## config.mk

```make
export PLATFORM = sky130hd
export DESIGN_NAME = capture_sequencer
export DESIGN_NICKNAME = d
export VERILOG_FILES = /design/src/rtl/capture_sequencer.sv
export SDC_FILE = /design/constraint.sdc
export NUM_CORES = 1
export LEC_CHECK = 0
export ABC_AREA = 1
export ABC_CLOCK_PERIOD_IN_PS = 4170
export BUFFER_PORTS_ARGS = -buffer_cell sky130_fd_sc_hd__buf_2
export CELL_PAD_IN_SITES_DETAIL_PLACEMENT = 0
export CELL_PAD_IN_SITES_GLOBAL_PLACEMENT = 2
export CORE_AREA = 3 3 120 122
export DETAILED_ROUTE_END_ITERATION = 7
export DIE_AREA = 0 0 123 125
export HOLD_SLACK_MARGIN = 0.02
export PLACE_DENSITY = 0.71
export REMOVE_ABC_BUFFERS = 1
export SLEW_MARGIN = 20
export SYNTH_ARGS = -nofsm -noshare
export SYNTH_HDL_FRONTEND = slang
export SYNTH_SLANG_ARGS = --single-unit
```

## constraint.sdc

```tcl
create_clock -name clk -period 4.17 [get_ports clk]
set_clock_uncertainty 0.1 [all_clocks]
set_input_delay 0.417 -clock clk [delete_from_list [all_inputs] [get_ports clk]]
set_output_delay 0.417 -clock clk [all_outputs]
set_load 0.01 [all_outputs]
```

## src/rtl/capture_sequencer.sv

```systemverilog
// Sequences TX prime, BIDIR loopback, RX drain via DMA and RX re-arm for N captures.
// Outputs are registered from the next state, so they track the state register with no extra lag.
module capture_sequencer #(
    parameter int TO_W  = 24,
    parameter int CNT_W = 8
) (
    input  logic             clk,
    input  logic             resetn,
    input  logic             start,
    input  logic             abort,
    input  logic [CNT_W-1:0] num_captures,
    input  logic [TO_W-1:0]  timeout_cycles,
    input  logic             tx_ready,
    input  logic             rx_full,
    input  logic             rx_empty,
    output logic             txfifo_rd_en,
    output logic             mck_en,
    output logic             chan_start,
    output logic             rx_drain_en,
    output logic             dma_out_en,
    output logic             rx_rearm,
    output logic             busy,
    output logic             done,
    output logic             error,
    output logic [CNT_W-1:0] cap_count,
    output logic [2:0]       state
);

    typedef enum logic [2:0] {
        S_IDLE  = 3'd0,
        S_PRIME = 3'd1,
        S_RUN   = 3'd2,
        S_DRAIN = 3'd3,
        S_REARM = 3'd4,
        S_DONE  = 3'd5,
        S_ERR   = 3'd6
    } state_t;

    state_t          cur;
    state_t          nxt;
    logic [TO_W-1:0] to_cnt;
    logic            tmo;

    assign tmo   = (timeout_cycles != '0) && (to_cnt == timeout_cycles - TO_W'(1));
    assign state = cur;

    // Priority: abort, then the state's own exit condition, then timeout.
    always_comb begin
        nxt = cur;
        if (abort) begin
            nxt = S_IDLE;
        end else begin
            case (cur)
                S_IDLE:  if (start) nxt = S_PRIME;
                S_PRIME: if (tx_ready) nxt = S_RUN;
                         else if (tmo) nxt = S_ERR;
                S_RUN:   if (rx_full) nxt = S_DRAIN;
                         else if (tmo) nxt = S_ERR;
                S_DRAIN: if (rx_empty && !rx_full) nxt = S_REARM;
                         else if (tmo) nxt = S_ERR;
                S_REARM: if ((num_captures != '0) && (cap_count == num_captures)) nxt = S_DONE;
                         else nxt = S_RUN;
                default: nxt = S_IDLE;
            endcase
        end
    end

    always_ff @(posedge clk) begin
        if (!resetn) begin
            cur          <= S_IDLE;
            to_cnt       <= '0;
            cap_count    <= '0;
            error        <= 1'b0;
            txfifo_rd_en <= 1'b0;
            mck_en       <= 1'b0;
            chan_start   <= 1'b0;
            rx_drain_en  <= 1'b0;
            dma_out_en   <= 1'b0;
            rx_rearm     <= 1'b0;
            busy         <= 1'b0;
            done         <= 1'b0;
        end else begin
            cur <= nxt;

            if (nxt != cur)
                to_cnt <= '0;
            else if (cur == S_PRIME || cur == S_RUN || cur == S_DRAIN)
                to_cnt <= to_cnt + TO_W'(1);

            // The increment lands on REARM entry so the REARM cycle compares the new count.
            if (cur == S_IDLE && nxt == S_PRIME)
                cap_count <= '0;
            else if (nxt == S_REARM)
                cap_count <= cap_count + CNT_W'(1);

            if (cur == S_IDLE && nxt == S_PRIME)
                error <= 1'b0;
            else if (nxt == S_ERR)
                error <= 1'b1;

            txfifo_rd_en <= (nxt == S_PRIME) || (nxt == S_RUN);
            mck_en       <= (nxt == S_RUN) || (nxt == S_DRAIN) || (nxt == S_REARM);
            chan_start   <= (nxt == S_RUN) || (nxt == S_DRAIN) || (nxt == S_REARM);
            rx_drain_en  <= (nxt == S_DRAIN);
            dma_out_en   <= (nxt == S_DRAIN);
            rx_rearm     <= (nxt == S_REARM);
            busy         <= (nxt != S_IDLE);
            done         <= (nxt == S_DONE);
        end
    end

endmodule

```

==> flow_summary.ini <==
[synth]
muxShareOfSynthArea = 0.003002
ys_warn_count = 0
synth-edff-count = 0
synthCells = 518
netlist_area_um2 = 3334
synth_top_family_by_area = simple AND/OR/NAND/NOR gates
yosysMostFrequentCell = nand2_1
synth_flop_cell = dfxtp_1
async_reset_ff_frac = 0
synth-adder-area-share = 0.01126
ys_seq_area_frac = 0.2522
synth_largest_area_cell = dfxtp_1
yosysTopAreaCellShare = 0.2522
synth_compound_area_frac = 0.03565
synth_commonest_cells = 138 x nand2_1, 65 x inv_1, 64 x nor2_1
synth_cell_type_count = 36
ys_ff_latch = 42
synth-simple-area-share = 0.4492
synth-xor-area-share = 0.1512
ys_top_cells_by_area = dfxtp_1 25%, nand2_1 16%, xor2_1 7.4%
syn_avg_cell_area_um2 = 6.437

[power_and_ir_drop]
p_leak_nw = 1.747
p_seq_frac = 0.416
internal-power_mw = 0.7334
vdd_drop_max_mv = 0.1520
power_switching_mw = 0.2437
clockPowerShare = 0.449
combPwrFrac = 0.135
switching_share = 0.2494
p_per_area_nw_per_um2 = 247.7
p_total_mw = 0.9770

[critical_path]
critPathRequiredTime_ns = 4.28
worstSetupStartpointType = primary input
crit_arrival_ns = 3.31
critPathMaxFanout = 24
crit_type = in -> reg
cp-end-kind = flop

[grt]
grt_first_pass_wirelength_um = 14680
grt_max_degree = 25
grt_usage = 0.1159
antenna_found_initial = 0
grt_pass1_vias = 3147
grt-ovfl-total = 0

[routing]
totalWireLength_um = 8760
firstDrtPassIters = 4
drc_errors = 0
drtIter0Drc = 103
vias = 3195
vias_per_cell = 4.260
ant_nets = 0
wl_per_cell_um = 11.68

[floorplanning]
design.die.area_um2 = 15380
rows = 42
core_area_um2 = 13300
io_pins = 59
die_y_um = 125
start_util = 0.2508
die_w_um = 123

[clock_network]
clock_path_buffers = 2
cts_tree = built
cts_max_level = 2
root_buffer = clkbuf_16
clk_pin_slew_worst_paths_ns = 0.06
cts_made_buffers = 5
post-cts-setup-buffers = 0
clk_latency_ns = 0.28
postCtsHoldBufs = 0
post_cts_resize_count = 0
clock_sinks = 42

[hold_path]
min_path_type = reg -> reg

[final_layout]
fill_cells = 1503
drive_above_1_share = 0.2091
area.growth.synth_to_final_pct = 18.31
n_antenna_cell = 0
nNetsFinal = 615
layout.cells.non_filler = 750

[timing]
period_share = 0.7687
finalSetupViolCount = 0
rsz0062_at_grt = no
max_slew_margin = 0.5267
tightest_slew_ns = 0.7075
fin_setup_tns_ns = 0
slew_violations = 0
hold_violations = 0
layout_min_cycle_time_ns = 3.205
clock.fmax_mhz = 312.0

[placed_design]
place_hpwl_um = 7300
portBuffers = 58
dp.cells = 742
gp_congestion = 0.8142

[run_status]
status = complete, no violations

[run]
maxCapViolations = 0
worst max-delay path, stage by stage:
cell and delay, ns:
buf_2 0.13, inv_1 0.16, ha_1 0.28, nand3_2 0.14, nor2_2 0.14, nand2_2 0.10, nor2_4 0.14, nand3b_1 0.09
nand2_1 0.09, inv_2 0.04, nor2_2 0.11, nand3_2 0.11, nand2_1 0.07, nand2_1 0.04, nand2_1 0.10, nand2_1 0.25
nand2_1 0.13, nand3_1 0.08, nor2_2 0.10, nand2_2 0.39, nor2_1 0.20
logic make-up (layout without fill, tap and decap cells):
logic type / Yosys count / after routing
mux: 1 / 1
fa+ha+maj: 3 / 3
xor+xnor: 56 / 56
flops: 42 / 42
simple gates: 316 / 316
compound gates: 21 / 21
buf+inv: 79 / 135
layout make-up:
cell class | count | area, µm² | area share
clock buffers | 6 | 128.9 | 0.03267
clock inverters | 2 | 37.54 | 0.009515
inverters | 69 | 259.0 | 0.06565
multi-input cells | 397 | 2168 | 0.5496
flip-flops and latches | 42 | 840.8 | 0.2131
well taps | 176 | 220.2 | 0.05582
repair buffers | 58 | 290.3 | 0.07358
flip-flops by register name, indices dropped and copies added (netlist names):
| signal | count |
|---|---|
| done | 1 |
| dma_out_en | 1 |
| rx_rearm | 1 |
| to_cnt | 24 |
| state | 3 |
| chan_start | 1 |
| cap_count | 8 |
| error | 1 |
| busy | 1 |
| txfifo_rd_en | 1 |
layer usage:
metal | wire length, µm | vias to the layer above | global-route usage
met2 | 3984 | 69 | 0.1933
met1 | 4217 | 1399 | 0.1553
li1 | - | 1718 | -
met3 | 472 | 9 | 0.02349
met4 | 87 | 0 | 0.02280
met5 | 0 | - | 0
worst paths after layout:
kind	startpoint	to	slack [ns]	cells after the start
min	error	error	0.38	2
max	timeout_cycles[0]	to_cnt[5]	0.96	21
min reg2reg	error	error	0.38	2
max reg2reg	to_cnt[13]	to_cnt[5]	1.30	17
per-stage QoR:
step           setup slack (ns)  instance area [µm²]  hold WS (ns)    util
2_1_floorplan             1.400                 3268        0.4030       -
3_3_place_gp             0.6805                 3779        0.3599  0.2842
3_5_place_dp             0.5666                 3779        0.3737  0.2842
4_1_cts                  0.8710                 3945        0.3878  0.2967
5_1_grt                  0.4735                 3945        0.4133  0.2967
6_report                 0.9647                 3945        0.3827  0.2967
power by group through the flow:
stage	sequential [mW]	clock (mW)	combinational, mW
after floorplan	0.415	0	0.0802
after global placement	0.415	0	0.133
after detailed placement	0.415	0	0.134
after CTS	0.406	0.455	0.134
after global routing	0.406	0.480	0.151
final	0.406	0.439	0.132
placed cells by master (no fill, tap or decap), types with 9 or more instances in the layout:
master / n
a21oi_1: 9
buf_2: 58
dfxtp_1: 42
inv_1: 65
nand2_1: 138
nand3_1: 30
nand4_1: 16
nor2_1: 64
nor2_2: 31
xnor2_1: 27
xor2_1: 28
Note: power is estimated with default switching activity, not from simulation.
